==> src/rtl/adapter_axi_stream_2_ppfifo_wr.sv <==
// AXI Stream sink that fills ping-pong FIFO write buffers, releasing on full or tlast.
// Define ADAPTER_AXIS_2_PPFIFO_USER_EN to carry tuser[USER_COUNT-1:0] above the data word.
module adapter_axi_stream_2_ppfifo_wr #(
  parameter int unsigned DATA_WIDTH = 32,
  parameter int unsigned USER_COUNT = 1
) (
  input  logic                           i_axi_clk,
  input  logic                           rst,
  input  logic [1:0]                     i_ppfifo_rdy,
  output logic [1:0]                     o_ppfifo_act,
  input  logic [23:0]                    i_ppfifo_size,
  output logic                           o_ppfifo_stb,
`ifdef ADAPTER_AXIS_2_PPFIFO_USER_EN
  output logic [DATA_WIDTH+USER_COUNT-1:0] o_ppfifo_data,
`else
  output logic [DATA_WIDTH-1:0]          o_ppfifo_data,
`endif
  input  logic [3:0]                     i_axi_user,
  input  logic                           i_axi_valid,
  output logic                           o_axi_ready,
  input  logic [DATA_WIDTH-1:0]          i_axi_data,
  input  logic                           i_axi_last,
  output logic                           o_frame_done
);

  localparam int unsigned CNT_W = 24;
`ifdef ADAPTER_AXIS_2_PPFIFO_USER_EN
  localparam int unsigned OUT_W = DATA_WIDTH + USER_COUNT;
`else
  localparam int unsigned OUT_W = DATA_WIDTH;
`endif

  typedef enum logic [1:0] {
    IDLE    = 2'd0,
    WRITE   = 2'd1,
    RELEASE = 2'd2
  } state_t;

  state_t             state;
  state_t             state_n;
  logic [CNT_W-1:0]   r_count;
  logic [CNT_W-1:0]   count_n;
  logic [CNT_W-1:0]   count_inc;
  logic [1:0]         act_n;
  logic               stb_n;
  logic [OUT_W-1:0]   data_n;
  logic [OUT_W-1:0]   beat_word;
  logic               done_n;
  logic               accept;
  logic               unused_inputs;

`ifdef ADAPTER_AXIS_2_PPFIFO_USER_EN
  assign beat_word = {i_axi_user[USER_COUNT-1:0], i_axi_data};
`else
  assign beat_word = i_axi_data;
`endif
  assign unused_inputs = ^{i_axi_user, USER_COUNT[0]};

  // Ready is decoded from registers only so it never waits on tvalid.
  assign o_axi_ready = (state == WRITE) && (r_count < i_ppfifo_size);
  assign accept      = i_axi_valid && o_axi_ready;
  assign count_inc   = r_count + CNT_W'(1);

  always_comb begin
    state_n = state;
    count_n = r_count;
    act_n   = o_ppfifo_act;
    stb_n   = 1'b0;
    data_n  = o_ppfifo_data;
    done_n  = 1'b0;
    case (state)
      IDLE: begin
        if ((o_ppfifo_act == 2'b00) && (i_ppfifo_rdy != 2'b00)) begin
          act_n   = i_ppfifo_rdy[0] ? 2'b01 : 2'b10;
          count_n = '0;
          state_n = WRITE;
        end
      end
      WRITE: begin
        if (accept) begin
          stb_n   = 1'b1;
          data_n  = beat_word;
          count_n = count_inc;
          if (i_axi_last) begin
            done_n  = 1'b1;
            state_n = RELEASE;
          end else if (count_inc >= i_ppfifo_size) begin
            state_n = RELEASE;
          end
        end else if (r_count >= i_ppfifo_size) begin
          // Covers a zero-size grant: nothing can be written, hand it back.
          state_n = RELEASE;
        end
      end
      RELEASE: begin
        act_n   = 2'b00;
        state_n = IDLE;
      end
      default: begin
        state_n = IDLE;
      end
    endcase
  end

  always_ff @(posedge i_axi_clk) begin
    if (rst) begin
      state         <= IDLE;
      r_count       <= '0;
      o_ppfifo_act  <= 2'b00;
      o_ppfifo_stb  <= 1'b0;
      o_ppfifo_data <= '0;
      o_frame_done  <= 1'b0;
    end else begin
      state         <= state_n;
      r_count       <= count_n;
      o_ppfifo_act  <= act_n;
      o_ppfifo_stb  <= stb_n;
      o_ppfifo_data <= data_n;
      o_frame_done  <= done_n;
    end
  end

endmodule

==> config.mk <==
export PLATFORM = sky130hd
export DESIGN_NAME = adapter_axi_stream_2_ppfifo_wr
export DESIGN_NICKNAME = d
export VERILOG_FILES = /design/src/rtl/adapter_axi_stream_2_ppfifo_wr.sv
export SDC_FILE = /design/constraint.sdc
export NUM_CORES = 1
export LEC_CHECK = 0
export ABC_AREA = 1
export CAP_MARGIN = 20
export CORE_AREA = 2 2 105 87
export CTS_CLUSTER_SIZE = 14
export DETAILED_ROUTE_END_ITERATION = 12
export DIE_AREA = 0 0 107 89
export MAX_ROUTING_LAYER = met4
export PLACE_DENSITY = 0.86
export REMOVE_ABC_BUFFERS = 1
export SYNTH_ARGS = -nofsm -noshare
export SYNTH_HDL_FRONTEND = slang
export SYNTH_SLANG_ARGS = --single-unit
==> constraint.sdc <==
create_clock -name i_axi_clk -period 3.05 [get_ports i_axi_clk]
set_input_delay 0.4575 -clock i_axi_clk [delete_from_list [all_inputs] [get_ports i_axi_clk]]
set_output_delay 0.4575 -clock i_axi_clk [all_outputs]
set_load 0.05 [all_outputs]
# --- Word level (Yosys, flattened, before mapping) ---
# Index checks and enable logic that the tools add are counted.
op_classes:
  n_addsub: 1
  n_lt_le_gt_ge: 3
  eq_ne: 6
  n_mux: 14
  n_bitwise: 2
  n_reduce_logical: 14
ops:
  columns: ["op", "n"]
  rows:
  - ["24-bit greater-or-equal comparator", 2]
  - ["24-bit 2-to-1 mux", 2]
  - ["24-bit case mux with 2 select lines", 1]
  - ["24-bit by 1-bit adder with 24-bit output (second input constant)", 1]
  - ["24-bit less-than comparator", 1]
  - ["2-bit 2-to-1 mux", 7]
  - ["2-bit case mux with 2 select lines", 2]
  - ["3-bit AND reduction", 2]
  - ["2-bit nonzero test", 3]
  - ["2-bit logical NOT", 2]
  - ["2-bit inequality test (second input constant)", 2]
  - ["4-bit by 3-bit inequality test with 1-bit output (second input constant)", 1]
  - ["2-bit AND reduction", 2]
  - ["1-bit logical AND", 3]
  - ["3-bit by 2-bit inequality test with 1-bit output (second input constant)", 1]
  - ["3-bit OR reduction", 1]
  - ["2-bit by 1-bit == test with 1-bit output (second input constant)", 1]
  - ["2-bit == test (second input constant)", 1]
  - ["1-bit 2-to-1 mux", 2]
  - ["1-bit NOT", 2]
  - ["2-bit OR reduction", 1]
word_totals:
  regBits: 62
  in_bits: 66
  out_inout_bits: 37

# --- Longest topological paths before layout ---
depth:
  depth_word: 6
  ltp_mapped: 21
  mapped_depth_nobuf: 21

# --- Least setup slack after synthesis ---
# OpenSTA, ideal clock, no wires.
synth_timing:
  path_type: "register to register"
  from: "register r_count[0]"
  to: "register state[0]"
  setup_ps: 109
  arrival_time_ps: 2423
  slack_ps: 518
  stages_incl_launch_ff: 22
  synth_period_minus_slack_ps: 2532
  path_cell_list: "dfxtp_1 > ha_1 > nand2_1 > inv_2 > nand2_2 > inv_2 > nand2_1 > nor2_2 > nand2_1 > nor2_1 > xnor2_1 > clkinv_1 > ha_1 > nand2_1 > nor2_1 > nand4_1 > nor4_1 > nand2_1 > nand3_1 > nand3_1 > nand2_1 > inv_1"
synth_between:
  elab_chain_len: 5
  elab_cells_between_ends: 11
synth_lines:
  columns: ["element", "line_no", "source"]
  rows:
  - ["from (decl)", "41", "logic [CNT_W-1:0] r_count;"]
  - ["from (signal assigned)", "115", "r_count <= count_n;"]
  - ["branches (longest 5 deep; another with 24-bit by 1-bit adder with 24-bit output)", null, null]
  - ["to (signal assigned)", "114", "state <= state_n;"]
  - ["to (decl)", "39", "state_t state;"]
# Parallel ways; which one is timed is not known.
# A chain may end at the register's enable or synchronous reset.

# --- Final worst setup path ---
layout_timing:
  from: "register r_count[1]"
  to: "register state[0]"
# The elaborated chain is that of the path after synthesis.

==> results_dict.tcl <==
set metrics [dict create \
    yosysWarnings 0 \
    reg2reg_from "r_count[1]" \
    powerDensity_nw_per_um2 754.6 \
    die-area_sq_um 9523 \
    timing.rr.end "state[0]" \
    crit_arrival_ns 3.06 \
    globalRouteOverflowTotal 0 \
    track_usage_pct 24.28 \
    insertion_delay_ns 0.34 \
    synthCells 594 \
    finalPower_w 0.004186 \
    num_rows 30 \
    synthArstFlopShare_pct 0 \
    drv_cap 0 \
    dp_hpwl_um 8421 \
    grt_max_degree 41 \
    min_period_over_period_pct 92.62 \
    setup_tns_ns 0 \
    antenna_found_initial 0 \
    fin_crit_ns 2.825 \
    initial_core_util_pct 49.51 \
    dpl_cell_area_sq_um 5213 \
    dieHeight_um 89 \
    tritoncts.num_buffers 9 \
    hold_viol_final 0 \
    critPathRequiredTime_ns 3.29 \
    die_w_um 107 \
    maxSlewViolCount 0 \
    grtUsageMet2_pct 44.70 \
    route.detailed.drc 0 \
    endpoint "state[0]" \
    vias 4148 \
    crit_fanout 4 \
    grt_use_met1_pct 27.26 \
    dr.pass1.iters 5 \
    wl_per_cell_um 14.02 \
    hp-class "register to register" \
    globalplace.congestion 0.9067 \
    crit_type "register to register" \
    grt.met3_usage_pct 5.248 \
    layout-drive-gt1-share_pct 11.16 \
    portBuffers 98 \
    routed_wl_um 11370 \
    final_nets 810 \
    ant_nets 0 \
    cp-end-kind "register" \
    diodes 0 \
    peakVddDrop_mv 0.4438 \
    synth-edff-count 0 \
    tightest_slew_ns 0.7870 \
    root_buffer "clkbuf_8" \
    startpoint "r_count[1]" \
    r2r_setup_slack_ns 0.23 \
    synth_cell_types 34 \
    h-tree-depth 3 \
    postLayoutCellArea_sq_um 5547 \
    status "complete, no violations" \
    ff2ff_path_depth 21 \
    clkSinkCount 62 \
    fin_skew_ns 0.005654 \
    setup_viol 0 \
    cts_tree "yes" \
    relSlewSlack_pct 47.47 \
    syn_to_final_growth_pct 33.85 \
    first_global_vias 4129 \
    clockBufferDepth 2 \
    startpoint_type "register" \
    fp.coreArea_sq_um 8371 \
    ys_seq_area_share_pct 29.95 \
    fmax_ghz 0.3540 \
    first_iter_violations 222 \
    grt_busiest_layer "met2" \
    cellLeakagePower_nw 2.561 \
    vias_per_cell 5.115 \
    grt_setup_unrepaired "no" \
    synth_flop_cell "dfxtp_1" \
    pin_count 103 \
    grt_pass1_wl_um 17990 \
    ys_ff_latch 62 \
    synth_area_sq_um 4144 \
    avgSynthCellArea_sq_um 6.976 \
    clk_pin_slew_ns 0.07 \
]
-- synth_stat cells (6+ instances only) --
cell,number,area [sq um]
inv_1,74,277.8
nand2_1,159,596.8
o21ai_0,16,80.08
o21ai_1,10,50.05
xnor2_1,6,52.55
dfxtp_1,62,1241
clkbuf_1,7,26.28
ha_1,49,613.1
a21oi_1,56,280.3
nand3_1,20,100.1
xor2_1,13,113.9
a21oi_2,20,175.2
nor2_1,56,210.2
-- power by group --
group	internal, W	total, W	switching (W)
registers	0.00100	0.00123	0.000227
logic	0.000759	0.00206	0.00130
clock network	0.000560	0.000891	0.000331
total	0.00232	0.00419	0.00186
-- layout make-up --
cell class | count | area [sq um]
clock buffer | 11 | 141.4
clock inverter | 4 | 95.09
fill | 666 | 2824
inverter | 81 | 304.0
multi-input combinational | 432 | 2547
sequential | 62 | 1245
tap | 112 | 140.1
timing repair buffer | 109 | 1074
-- kinds of logic after synthesis --
family / synth area share [%]
AND/OR/NAND/NOR: 26.24
AO/OA/AOI/OAI: 14.89
buffers and inverters: 10.11
flip-flops: 29.95
adder cells (fa/ha/maj): 14.79
XOR/XNOR: 4.016
-- cells in the final DEF (no fill, tap or decap), types with 5 or more instances in the layout --
cell type	netlist	final
nand2_1	159	157
clkdlybuf4s50_1	0	97
inv_1	74	74
dfxtp_1	62	61
a21oi_1	56	56
nor2_1	56	53
ha_1	49	48
a21oi_2	20	20
nand3_1	20	18
o21ai_0	16	15
xor2_1	13	13
o21ai_1	10	11
buf_4	4	11
clkbuf_8	0	10
inv_2	4	6
xnor2_1	6	5
nor2_2	5	5
-- registers in the layout, summed over array words and instances (netlist names) --
| register | cells |
|---|---|
| o_frame_done | 1 |
| o_ppfifo_act | 2 |
| r_count | 24 |
| o_ppfifo_data | 32 |
| state | 2 |
| o_ppfifo_stb | 1 |
-- what timing repair did --
item                                    4_1_cts  5_1_grt
buffers inserted                              0        4
endpoints found under the setup margin        0        2
gates resized for setup                       0       20
hold buffers                                  0        0
-- worst min-delay path by stage --
stage	end	startpoint	slack (ns)	cells past startpoint
after detailed placement	o_ppfifo_data[25]	o_ppfifo_data[25]	0.46	2
final	o_ppfifo_data[14]	o_ppfifo_data[14]	0.47	2
after global routing	o_ppfifo_data[15]	o_ppfifo_data[15]	0.49	2
after global placement	o_ppfifo_data[1]	o_ppfifo_data[1]	0.45	2
after floorplan	r_count[1]	r_count[1]	0.49	2
after CTS	o_ppfifo_data[25]	o_ppfifo_data[25]	0.47	2
-- layer usage --
layer / vias up / share of wire [%] / wire [um]
met3: 12 / 4.6 / 523
met4: 0 / 1.2 / 131
met5: - / 0 / 0
li1: 2088 / - / -
met1: 1950 / 43 / 4840
met2: 98 / 52 / 5877
-- critical path, stage by stage, from the launching register on --
cell and delay [ns]:
dfxtp_4 0.36, ha_2 0.18, nand2_1 0.06, inv_2 0.09
nand2_4 0.07, inv_2 0.06, nand2_2 0.08, nor2_4 0.18
nand2_4 0.09, nor2_2 0.10, xnor2_1 0.14, inv_2 0.07
ha_1 0.27, nand2_1 0.07, nor2_2 0.13, nand4_1 0.15
nor4_2 0.28, nand2_1 0.09, nand3_2 0.09, nand3_1 0.06
nand2_1 0.06, inv_1 0.04
-- metrics by stage --
stage | setup WS [ns] | hold slack (ns) | utilization (%) | std cells
after floorplan | 0.5164 | 0.4912 | - | 575
final | 0.2252 | 0.4668 | 66.26 | 811
after global routing | 0.004435 | 0.4872 | 66.26 | 811
after global placement | 0.2375 | 0.4510 | 62.27 | 792
after detailed placement | 0.09109 | 0.4564 | 62.27 | 792
after CTS | 0.07304 | 0.4669 | 65.10 | 807
Power figures use the tool's default switching activity.
